===== src/rtl/muldiv_seq_pkg.sv =====
// muldiv_seq_pkg: shared types and constants for the sequential multiply/divide unit.
//   state_e           - FSM state encoding (IDLE, RUN, DONE)
//   OP_MUL / OP_DIV   - operation select values on the op input
//   DIV_ZERO_QUOTIENT - all-ones quotient for divide by zero; slice to WIDTH bits
package muldiv_seq_pkg;

    typedef enum logic [1:0] {
        IDLE,
        RUN,
        DONE
    } state_e;

    localparam logic OP_MUL = 1'b0;
    localparam logic OP_DIV = 1'b1;

    // Wide enough for any practical WIDTH; users take the low WIDTH bits.
    localparam logic [63:0] DIV_ZERO_QUOTIENT = '1;

endpackage


===== src/rtl/muldiv_seq_if.sv =====
// muldiv_seq_if: request/result bundle between the register bank side and muldiv_seq.
//   start, op, operand_a, operand_b, dest_reg - request (master drives)
//   busy, done, reg_write, write_reg           - status and write-back control (slave drives)
//   result_lo, result_hi, div_by_zero          - results (slave drives)
interface muldiv_seq_if #(
    parameter int unsigned WIDTH  = 16,
    parameter int unsigned ADDR_W = 3
);
    logic              start;
    logic              op;
    logic [WIDTH-1:0]  operand_a;
    logic [WIDTH-1:0]  operand_b;
    logic [ADDR_W-1:0] dest_reg;
    logic              busy;
    logic              done;
    logic              reg_write;
    logic [ADDR_W-1:0] write_reg;
    logic [WIDTH-1:0]  result_lo;
    logic [WIDTH-1:0]  result_hi;
    logic              div_by_zero;

    modport master (
        output start, op, operand_a, operand_b, dest_reg,
        input  busy, done, reg_write, write_reg, result_lo, result_hi, div_by_zero
    );

    modport slave (
        input  start, op, operand_a, operand_b, dest_reg,
        output busy, done, reg_write, write_reg, result_lo, result_hi, div_by_zero
    );
endinterface


===== src/rtl/muldiv_step.sv =====
// muldiv_step: one combinational iteration of the multiply/divide datapath.
//   op               - OP_MUL: shift-add step, OP_DIV: restoring-divide step
//   acc_hi, acc_lo   - current accumulator ({product_hi, multiplier} or {rem, quotient})
//   opnd             - held operand (multiplicand or divisor)
//   next_hi, next_lo - accumulator after this iteration
module muldiv_step
    import muldiv_seq_pkg::*;
#(
    parameter int unsigned WIDTH = 16
) (
    input  logic             op,
    input  logic [WIDTH-1:0] acc_hi,
    input  logic [WIDTH-1:0] acc_lo,
    input  logic [WIDTH-1:0] opnd,
    output logic [WIDTH-1:0] next_hi,
    output logic [WIDTH-1:0] next_lo
);
    logic [WIDTH:0]   sum;
    logic [WIDTH:0]   rem_sh;
    logic [WIDTH-1:0] diff;

    always_comb begin
        // Multiply: carry out of the add becomes the top bit after the right shift.
        sum    = {1'b0, acc_hi} + (acc_lo[0] ? {1'b0, opnd} : {(WIDTH + 1){1'b0}});
        // Divide: remainder shifted left picks up the next dividend bit; may be WIDTH+1 bits.
        rem_sh = {acc_hi, acc_lo[WIDTH-1]};
        // Only used when rem_sh >= opnd, where the true difference fits in WIDTH bits.
        diff   = rem_sh[WIDTH-1:0] - opnd;

        if (op == OP_MUL) begin
            next_hi = sum[WIDTH:1];
            next_lo = {sum[0], acc_lo[WIDTH-1:1]};
        end else if (rem_sh >= {1'b0, opnd}) begin
            next_hi = diff;
            next_lo = {acc_lo[WIDTH-2:0], 1'b1};
        end else begin
            next_hi = rem_sh[WIDTH-1:0];
            next_lo = {acc_lo[WIDTH-2:0], 1'b0};
        end
    end
endmodule


===== src/rtl/muldiv_seq.sv =====
// muldiv_seq: sequential 16-bit unsigned multiply/divide, one iteration per clock.
//   clock, reset_n - rising-edge clock, asynchronous active-low reset
//   bus (slave)    - request in (start/op/operands/dest_reg), status and results out
// A request in IDLE runs WIDTH iterations in RUN, then pulses done/reg_write for one
// cycle in DONE. Divide by zero skips RUN. All outputs are registered.
module muldiv_seq
    import muldiv_seq_pkg::*;
#(
    parameter int unsigned WIDTH  = 16,
    parameter int unsigned ADDR_W = 3
) (
    input logic          clock,
    input logic          reset_n,
    muldiv_seq_if.slave  bus
);
    localparam int unsigned CNT_W = $clog2(WIDTH);

    state_e            state_q;
    logic              op_q;
    logic [WIDTH-1:0]  opnd_q;
    logic [WIDTH-1:0]  acc_hi_q;
    logic [WIDTH-1:0]  acc_lo_q;
    logic [CNT_W-1:0]  cnt_q;
    logic [WIDTH-1:0]  res_lo_q;
    logic [WIDTH-1:0]  res_hi_q;
    logic [ADDR_W-1:0] wreg_q;
    logic              busy_q;
    logic              done_q;
    logic              dbz_q;
    logic [WIDTH-1:0]  step_hi;
    logic [WIDTH-1:0]  step_lo;

    muldiv_step #(
        .WIDTH (WIDTH)
    ) u_step (
        .op      (op_q),
        .acc_hi  (acc_hi_q),
        .acc_lo  (acc_lo_q),
        .opnd    (opnd_q),
        .next_hi (step_hi),
        .next_lo (step_lo)
    );

    always_ff @(posedge clock or negedge reset_n) begin
        if (!reset_n) begin
            state_q  <= IDLE;
            op_q     <= OP_MUL;
            opnd_q   <= '0;
            acc_hi_q <= '0;
            acc_lo_q <= '0;
            cnt_q    <= '0;
            res_lo_q <= '0;
            res_hi_q <= '0;
            wreg_q   <= '0;
            busy_q   <= 1'b0;
            done_q   <= 1'b0;
            dbz_q    <= 1'b0;
        end else begin
            unique case (state_q)
                IDLE: begin
                    done_q <= 1'b0;
                    if (bus.start) begin
                        op_q     <= bus.op;
                        wreg_q   <= bus.dest_reg;
                        acc_hi_q <= '0;
                        cnt_q    <= CNT_W'(WIDTH - 1);
                        busy_q   <= 1'b1;
                        // The shifting operand lives in acc_lo; the other one is held.
                        if (bus.op == OP_DIV) begin
                            opnd_q   <= bus.operand_b;
                            acc_lo_q <= bus.operand_a;
                        end else begin
                            opnd_q   <= bus.operand_a;
                            acc_lo_q <= bus.operand_b;
                        end
                        if (bus.op == OP_DIV && bus.operand_b == '0) begin
                            state_q  <= DONE;
                            done_q   <= 1'b1;
                            dbz_q    <= 1'b1;
                            res_lo_q <= DIV_ZERO_QUOTIENT[WIDTH-1:0];
                            res_hi_q <= bus.operand_a;
                        end else begin
                            state_q <= RUN;
                            dbz_q   <= 1'b0;
                        end
                    end
                end
                RUN: begin
                    acc_hi_q <= step_hi;
                    acc_lo_q <= step_lo;
                    cnt_q    <= cnt_q - 1'b1;
                    if (cnt_q == '0) begin
                        state_q  <= DONE;
                        done_q   <= 1'b1;
                        res_lo_q <= step_lo;
                        res_hi_q <= step_hi;
                    end
                end
                DONE: begin
                    state_q <= IDLE;
                    done_q  <= 1'b0;
                    busy_q  <= 1'b0;
                end
                default: begin
                    state_q <= IDLE;
                    done_q  <= 1'b0;
                    busy_q  <= 1'b0;
                end
            endcase
        end
    end

    assign bus.busy        = busy_q;
    assign bus.done        = done_q;
    assign bus.reg_write   = done_q;
    assign bus.write_reg   = wreg_q;
    assign bus.result_lo   = res_lo_q;
    assign bus.result_hi   = res_hi_q;
    assign bus.div_by_zero = dbz_q;
endmodule

===== src/flat_wrapper.sv =====
// flat-port wrapper written by rule: the top's interface ports become plain ports
module muldiv_seq_flat import muldiv_seq_pkg::*;
#(
    parameter int unsigned WIDTH  = 16,
    parameter int unsigned ADDR_W = 3
)
  (clock, reset_n, bus_start, bus_op, bus_operand_a, bus_operand_b, bus_dest_reg, bus_busy, bus_done, bus_reg_write, bus_write_reg, bus_result_lo, bus_result_hi, bus_div_by_zero);
  muldiv_seq_if #(.WIDTH(WIDTH), .ADDR_W(ADDR_W)) bus_i ();
  input logic clock;
  input logic reset_n;
  input wire logic [$bits(bus_i.start)-1:0] bus_start;
  input wire logic [$bits(bus_i.op)-1:0] bus_op;
  input wire logic [$bits(bus_i.operand_a)-1:0] bus_operand_a;
  input wire logic [$bits(bus_i.operand_b)-1:0] bus_operand_b;
  input wire logic [$bits(bus_i.dest_reg)-1:0] bus_dest_reg;
  output wire logic [$bits(bus_i.busy)-1:0] bus_busy;
  output wire logic [$bits(bus_i.done)-1:0] bus_done;
  output wire logic [$bits(bus_i.reg_write)-1:0] bus_reg_write;
  output wire logic [$bits(bus_i.write_reg)-1:0] bus_write_reg;
  output wire logic [$bits(bus_i.result_lo)-1:0] bus_result_lo;
  output wire logic [$bits(bus_i.result_hi)-1:0] bus_result_hi;
  output wire logic [$bits(bus_i.div_by_zero)-1:0] bus_div_by_zero;
  assign bus_i.start = bus_start;
  assign bus_i.op = bus_op;
  assign bus_i.operand_a = bus_operand_a;
  assign bus_i.operand_b = bus_operand_b;
  assign bus_i.dest_reg = bus_dest_reg;
  assign bus_busy = bus_i.busy;
  assign bus_done = bus_i.done;
  assign bus_reg_write = bus_i.reg_write;
  assign bus_write_reg = bus_i.write_reg;
  assign bus_result_lo = bus_i.result_lo;
  assign bus_result_hi = bus_i.result_hi;
  assign bus_div_by_zero = bus_i.div_by_zero;
  muldiv_seq #(.WIDTH(WIDTH), .ADDR_W(ADDR_W)) u_core (.clock(clock), .reset_n(reset_n), .bus(bus_i));
endmodule

===== config.mk =====
export PLATFORM = sky130hd
export DESIGN_NAME = muldiv_seq_flat
export DESIGN_NICKNAME = d
export VERILOG_FILES = /design/src/rtl/muldiv_seq_pkg.sv /design/src/rtl/muldiv_seq_if.sv /design/src/rtl/muldiv_step.sv /design/src/rtl/muldiv_seq.sv /design/src/flat_wrapper.sv
export SDC_FILE = /design/constraint.sdc
export NUM_CORES = 1
export LEC_CHECK = 0
export ABC_AREA = 0
export BUFFER_PORTS_ARGS = -buffer_cell sky130_fd_sc_hd__buf_2
export CAP_MARGIN = 20
export CORE_UTILIZATION = 40
export CTS_CLUSTER_DIAMETER = 200
export DETAILED_ROUTE_END_ITERATION = 16
export PLACE_DENSITY = 0.61
export SLEW_MARGIN = 20
export SYNTH_ARGS = -nofsm -noshare
export SYNTH_HDL_FRONTEND = slang
export SYNTH_SLANG_ARGS = --single-unit

===== constraint.sdc =====
create_clock -name clock -period 3.3 [get_ports clock]
set_input_delay 0.33 -clock clock [delete_from_list [all_inputs] [get_ports clock]]
set_output_delay 0.33 -clock clock [all_outputs]
set_load 0.01 [all_outputs]

==> results.ini, run 1 <==
[worst_setup_path]
crit_path_start_kind = flip-flop
crit_start = u_core.acc_lo_q[15]
rr_endpoint = u_core.bus.result_hi[12]
end_kind = flip-flop
reg2reg_from = u_core.acc_lo_q[15]
r2r_cells = 12
worstPathRequired_ns = 3.52
worst-setup-path-type = flip-flop to flip-flop
cp_data_arrival_time_ns = 3.27
crit_path_end = u_core.bus.result_hi[12]
r2r_slack_ns = 0.26
worst-path-max-fanout = 3

[global_route]
grt_pass1_vias = 5361
track_usage_pct = 23.8
grt_max_degree = 50
grt_overflow = 0
grt_pass1_wl_um = 29500
antenna_found_initial = 0

[sta]
maxSlewViolCount = 0
fmaxAchievable_ghz = 0.329
fin_crit_sh_pct = 92.1
tns_ns = 0
slew_headroom_pct = 53.5
final.setup.worst_slack_ns = 0.260
rsz0062_at_grt = false
worstMarginPinSlew_ns = 0.696
final.setup_skew_ns = 0.00976
hold_viol = 0
whs_ns = 0.00295
min_period_ns = 3.04
finalSetupViolations = 0

[hold_path]
hold_class = primary input to asynchronous set/reset pin

[placement]
dp_slack_ns = 0.272
hpwlAfterDp_um = 14100
gp_congestion = 1.00
numPortBuffers = 77

[yosys]
netlist_instances = 700
synth_seq_area_share_pct = 37.5
synth_flop_cell = dfrtp_1
synth_edf_count = 0
ys_ff_latch = 93
yosys_warnings = 0
synth_nets = 774
synth_area_sq_um = 6200
synth_cell_types = 64
postSynth.asyncResetShare_pct = 100
syn_avg_cell_area_sq_um = 8.85

[layout]
layout_common_cells = dfrtp_1 (93), nand2_1 (82), buf_2 (76)
diodes = 0
syn2layout_area_growth_pct = 14.4
final_nets = 840
layout_commonest_cell = dfrtp_1
drive_gt1_share_pct = 15.6
final_util_pct = 46.8

[die]
dieArea_sq_um = 16000
core_sq_um = 15100
die_h_um = 126
fp-row-count = 45
ios = 78
initial_core_util_pct = 40.9
die_w_um = 126

[job]
max-cap-violations = 0

[power_and_ir_drop]
power.internal_mw = 4.65
seq_power_share_pct = 24.6
peakVddDrop_uv = 425
p_sw_mw = 4.26
p_comb_share_pct = 63.4
p_sw_share_pct = 47.8
leakage_nw = 3.37
p_total_mw = 8.91
powerDensity_nw_per_um2 = 1260
p_clk_share_pct = 12.0

[clock_network]
cts_tree = done
clk_path_buf_depth = 2
hold_buffers = 0
clk_latency_ns = 0.35
cts_resized = 0
root_buffer = clkbuf_16
path_clk_slew_ns = 0.07
numClockSinks = 93
htreeDepth = 3
cts_setup_buffers = 0
cts_buffers = 9

[routing]
dr.first_iter.drc_count = 351
route.detailed.drc = 0
ant_nets = 0
detail_route.vias_per_cell = 5.72
firstDrtPassIters = 5
vias = 5490
wire_per_inst_um = 18.9
wirelength_um = 18200

[outcome]
status = finished clean

worst min path at each step:
stage | startpoint | to | slack [ns]
floorplan | reset_n | u_core.acc_hi_q[0] | 0.03
global placement | reset_n | u_core.acc_lo_q[8] | 0.39
detailed placement | reset_n | u_core.acc_lo_q[8] | 0.40
CTS | reset_n | u_core.bus.result_lo[3] | 0.03
global route | reset_n | u_core.acc_lo_q[7] | 0.04
finish | reset_n | u_core.acc_lo_q[8] | 0.003
worst max-delay path, stage by stage (launching register included):
cell	delay (ns)
dfrtp_1	0.39
inv_1	0.09
ha_1	0.18
inv_1	0.05
fa_1	0.41
a21oi_1	0.21
o22ai_1	0.18
o311ai_1	0.34
a21boi_0	0.16
or3_1	0.32
a311o_1	0.36
o211ai_1	0.12
a31oi_1	0.12
through the flow:
stage,instance area [sq um],cells
after CTS,7090,959
after detailed placement,6790,943
after global routing,7090,959
after global placement,6790,943
final,7090,959
after floorplan,6200,700
power by group through the flow:
stage | combinational, mW | sequential (mW) | clock (mW)
CTS | 5.65 | 2.18 | 1.09
global route | 6.27 | 2.25 | 1.13
finish | 5.65 | 2.19 | 1.07
floorplan | 4.25 | 2.08 | 0
detailed placement | 5.61 | 2.19 | 0
global placement | 5.55 | 2.19 | 0
cells by family (layout without fill, tap and decap cells):
logic type	after synthesis	count (layout)	synth area share [%]
compound gates	222	222	24.2
simple gates	216	216	16.1
flops	93	93	37.5
buf+inv	69	140	4.78
mux	40	40	6.48
fa+ha+maj	35	35	7.31
xor+xnor	25	25	3.53
routing by layer:
metal | vias up | share of wire [%] | GRT usage [%]
met5 | - | 0 | 0
met4 | 0 | 2.2 | 7.51
met3 | 24 | 4.8 | 3.50
met2 | 186 | 45 | 37.0
met1 | 2629 | 48 | 34.2
li1 | 2651 | - | -
cell usage after synthesis, types with 16 or more instances:
master    instances  share of area, %
a21o_1           34               4.1
o21ai_0          40               3.2
xnor2_1          16               2.3
a211oi_1         36               4.4
and2_1           18               1.8
dfrtp_1          93                38
nor2_1           55               3.3
clkbuf_1         22               1.3
inv_1            32               1.9
a21oi_1          42               3.4
nand2_1          82               5.0
mux2i_1          39               6.3
ha_1             33               6.7
nor2b_1          18               1.8
final cells by class:
cell class | count | area [sq um]
Timing Repair Buffer | 92 | 513
Tap cell | 188 | 235
Multi-Input combinational cell | 538 | 3600
Sequential cell | 93 | 2330
Fill cell | 1459 | 8050
Clock inverter | 6 | 70.1
Inverter | 32 | 120
Clock buffer | 10 | 229
Power figures use the tool's default switching activity.
==> inputs of run 2 (changes only) <==
==> constraint.sdc (replaced) <==
create_clock -name clock -period 3.3 [get_ports clock]
set_input_delay 0 -clock clock [delete_from_list [all_inputs] [get_ports clock]]
set_output_delay 0 -clock clock [all_outputs]
set_load 0.01 [all_outputs]
==> results.ini, run 2 (synthesized netlist as in run 1, its figures left out) <==
[power_and_ir_drop]
p_total_mw = 9.02  ; +1.2%
peakVddDrop_uv = 582  ; +37%
powerDensity_nw_per_um2 = 1220  ; -3.0%
leakage_nw = 3.50  ; +4.0%

[clock_network]
cts_tree = done
clk_path_buf_depth = 2  ; unchanged
root_buffer = clkbuf_16
cts_buffers = 9  ; unchanged
htreeDepth = 3  ; unchanged
clk_latency_ns = 0.36  ; about the same
numClockSinks = 93  ; unchanged
path_clk_slew_ns = 0.07  ; about the same
cts_setup_buffers = 0  ; unchanged

[worst_setup_path]
cp_common_cell = inv_1
worstPathRequired_ns = 3.54  ; +0.02 ns
worst-path-max-fanout = 3  ; unchanged
max_stage_delay_ns = 0.40  ; about the same
path_buf_inv = 2  ; unchanged
end_kind = flip-flop
crit_slowest_cell = dfrtp_1
cp_top_family = compound AO/OA/AOI/OAI gates
worst-setup-path-type = flip-flop to flip-flop
crit_path_cell_trace = inv_1 -> ha_1 -> inv_1 -> fa_1 -> a21oi_1 -> o22ai_1 -> o311ai_2 -> a21boi_0 -> or3_1 -> a311o_1 -> o211ai_1 -> a31oi_1
cp_data_arrival_time_ns = 3.31  ; +0.04 ns
crit_path_start_kind = flip-flop

[sta]
final.setup_skew_ns = 0.00621  ; -0.00355 ns
rsz0062_at_grt = false
final.setup.worst_slack_ns = 0.227  ; -0.0322 ns
whs_ns = 0.00595  ; +0.00300 ns
min_period_ns = 3.07  ; +0.0322 ns
tns_ns = 0  ; unchanged
worstMarginPinSlew_ns = 0.862  ; +0.167 ns
slew_headroom_pct = 42.5  ; -11 points
fin_crit_sh_pct = 93.1  ; +0.98 points
finalSetupViolations = 0  ; unchanged
fmaxAchievable_ghz = 0.325  ; -1.0%
hold_viol = 0  ; unchanged
maxSlewViolCount = 0  ; unchanged

[die]
die_w_um = 126  ; unchanged
dieArea_sq_um = 16000  ; unchanged
core_sq_um = 15100  ; unchanged
die_h_um = 126  ; unchanged
initial_core_util_pct = 40.9  ; unchanged
ios = 78  ; unchanged
fp-row-count = 45  ; unchanged

[routing]
firstDrtPassIters = 4  ; -1
wire_per_inst_um = 19.2  ; +1.1%
route.detailed.drc = 0  ; unchanged
vias = 5625  ; +2.5%
wirelength_um = 19000  ; +4.5%
dr.first_iter.drc_count = 419  ; +19%
ant_nets = 0  ; unchanged
detail_route.vias_per_cell = 5.68  ; -0.85%

[layout]
layout_commonest_cell = dfrtp_1
drive_gt1_share_pct = 15.6  ; about the same
layout_common_cells = dfrtp_1 (93), nand2_1 (82), buf_2 (76)
syn2layout_area_growth_pct = 19.3
final_nets = 872  ; +3.8%
diodes = 0  ; unchanged
finalNonFillerCells = 991  ; +3.3%

[global_route]
grt_pass1_vias = 5612  ; +4.7%
grt_max_degree = 65  ; +30%
antenna_found_initial = 0  ; unchanged
track_usage_pct = 24.7  ; +0.88 points
grt_overflow = 0  ; unchanged
grt_pass1_wl_um = 30500  ; +3.3%

[placement]
dp_slack_ns = 0.221  ; -0.0506 ns
hpwlAfterDp_um = 14200  ; +0.53%
gp_congestion = 0.966  ; -3.4%
numPortBuffers = 77  ; unchanged
dp_cells = 946  ; +0.32%

[outcome]
status = finished clean

[hold_path]
hold_class = primary input to flip-flop

[job]
max-cap-violations = 0  ; unchanged

[run 2: per-layer routing]
layer / track usage (%) / vias to the layer above / wire length, um
li1: - / 2713 / -
met1: 34.9 / 2732 / 8950
met2: 38.6 / 156 / 8690
met3: 3.16 / 24 / 846
met4: 9.57 / 0 / 510
met5: 0 / - / 0
[run 2: worst paths after layout]
path	start	to	slack, ns	cells past startpoint
worst min register to register	u_core.bus.div_by_zero	u_core.bus.div_by_zero	0.49	2
worst max register to register	u_core.acc_lo_q[15]	u_core.bus.result_hi[12]	0.23	12
worst max-delay path	u_core.acc_lo_q[15]	u_core.bus.result_hi[12]	0.23	12
max in group asynchronous	reset_n	u_core.cnt_q[0]	2.21	3
worst min-delay path	bus_operand_a[15]	u_core.opnd_q[15]	0.006	3
min in group asynchronous	reset_n	u_core.bus.result_lo[8]	0.27	2
[run 2: what timing repair did]
item / CTS / global route
hold buffers: 29 / 0
setup endpoints to repair: 0 / 1
gates resized for setup: 0 / 1
hold endpoints to repair: 86 / 0
[run 2: stage by stage]
stage                     area [sq um]  utilization, %
after detailed placement          6800            44.9
after CTS                         7390            48.8
after global placement            6800            44.9
after global routing              7400            48.8
final                             7400            48.8
after floorplan                   6200               -
[run 2: report_power, final]
group | total, mW | switching, mW | internal, mW | leakage (nW)
logic | 5.78 | 3.34 | 2.43 | 2.30
clock network | 1.05 | 0.517 | 0.530 | 0.141
registers | 2.19 | 0.519 | 1.68 | 1.07
[run 2: area by class of cell]
class	count	area, sq um
Fill cell	1447	7750
Multi-Input combinational cell	538	3600
Sequential cell	93	2330
Timing Repair Buffer	124	813
Tap cell	188	235
Clock buffer	9	225
Inverter	32	120
Clock inverter	7	70.1
[run 2: tightest hold or removal path, stage by stage]
cell	delay [ns]
buf_2	0.10
mux2i_1	0.08
o21ai_0	0.15
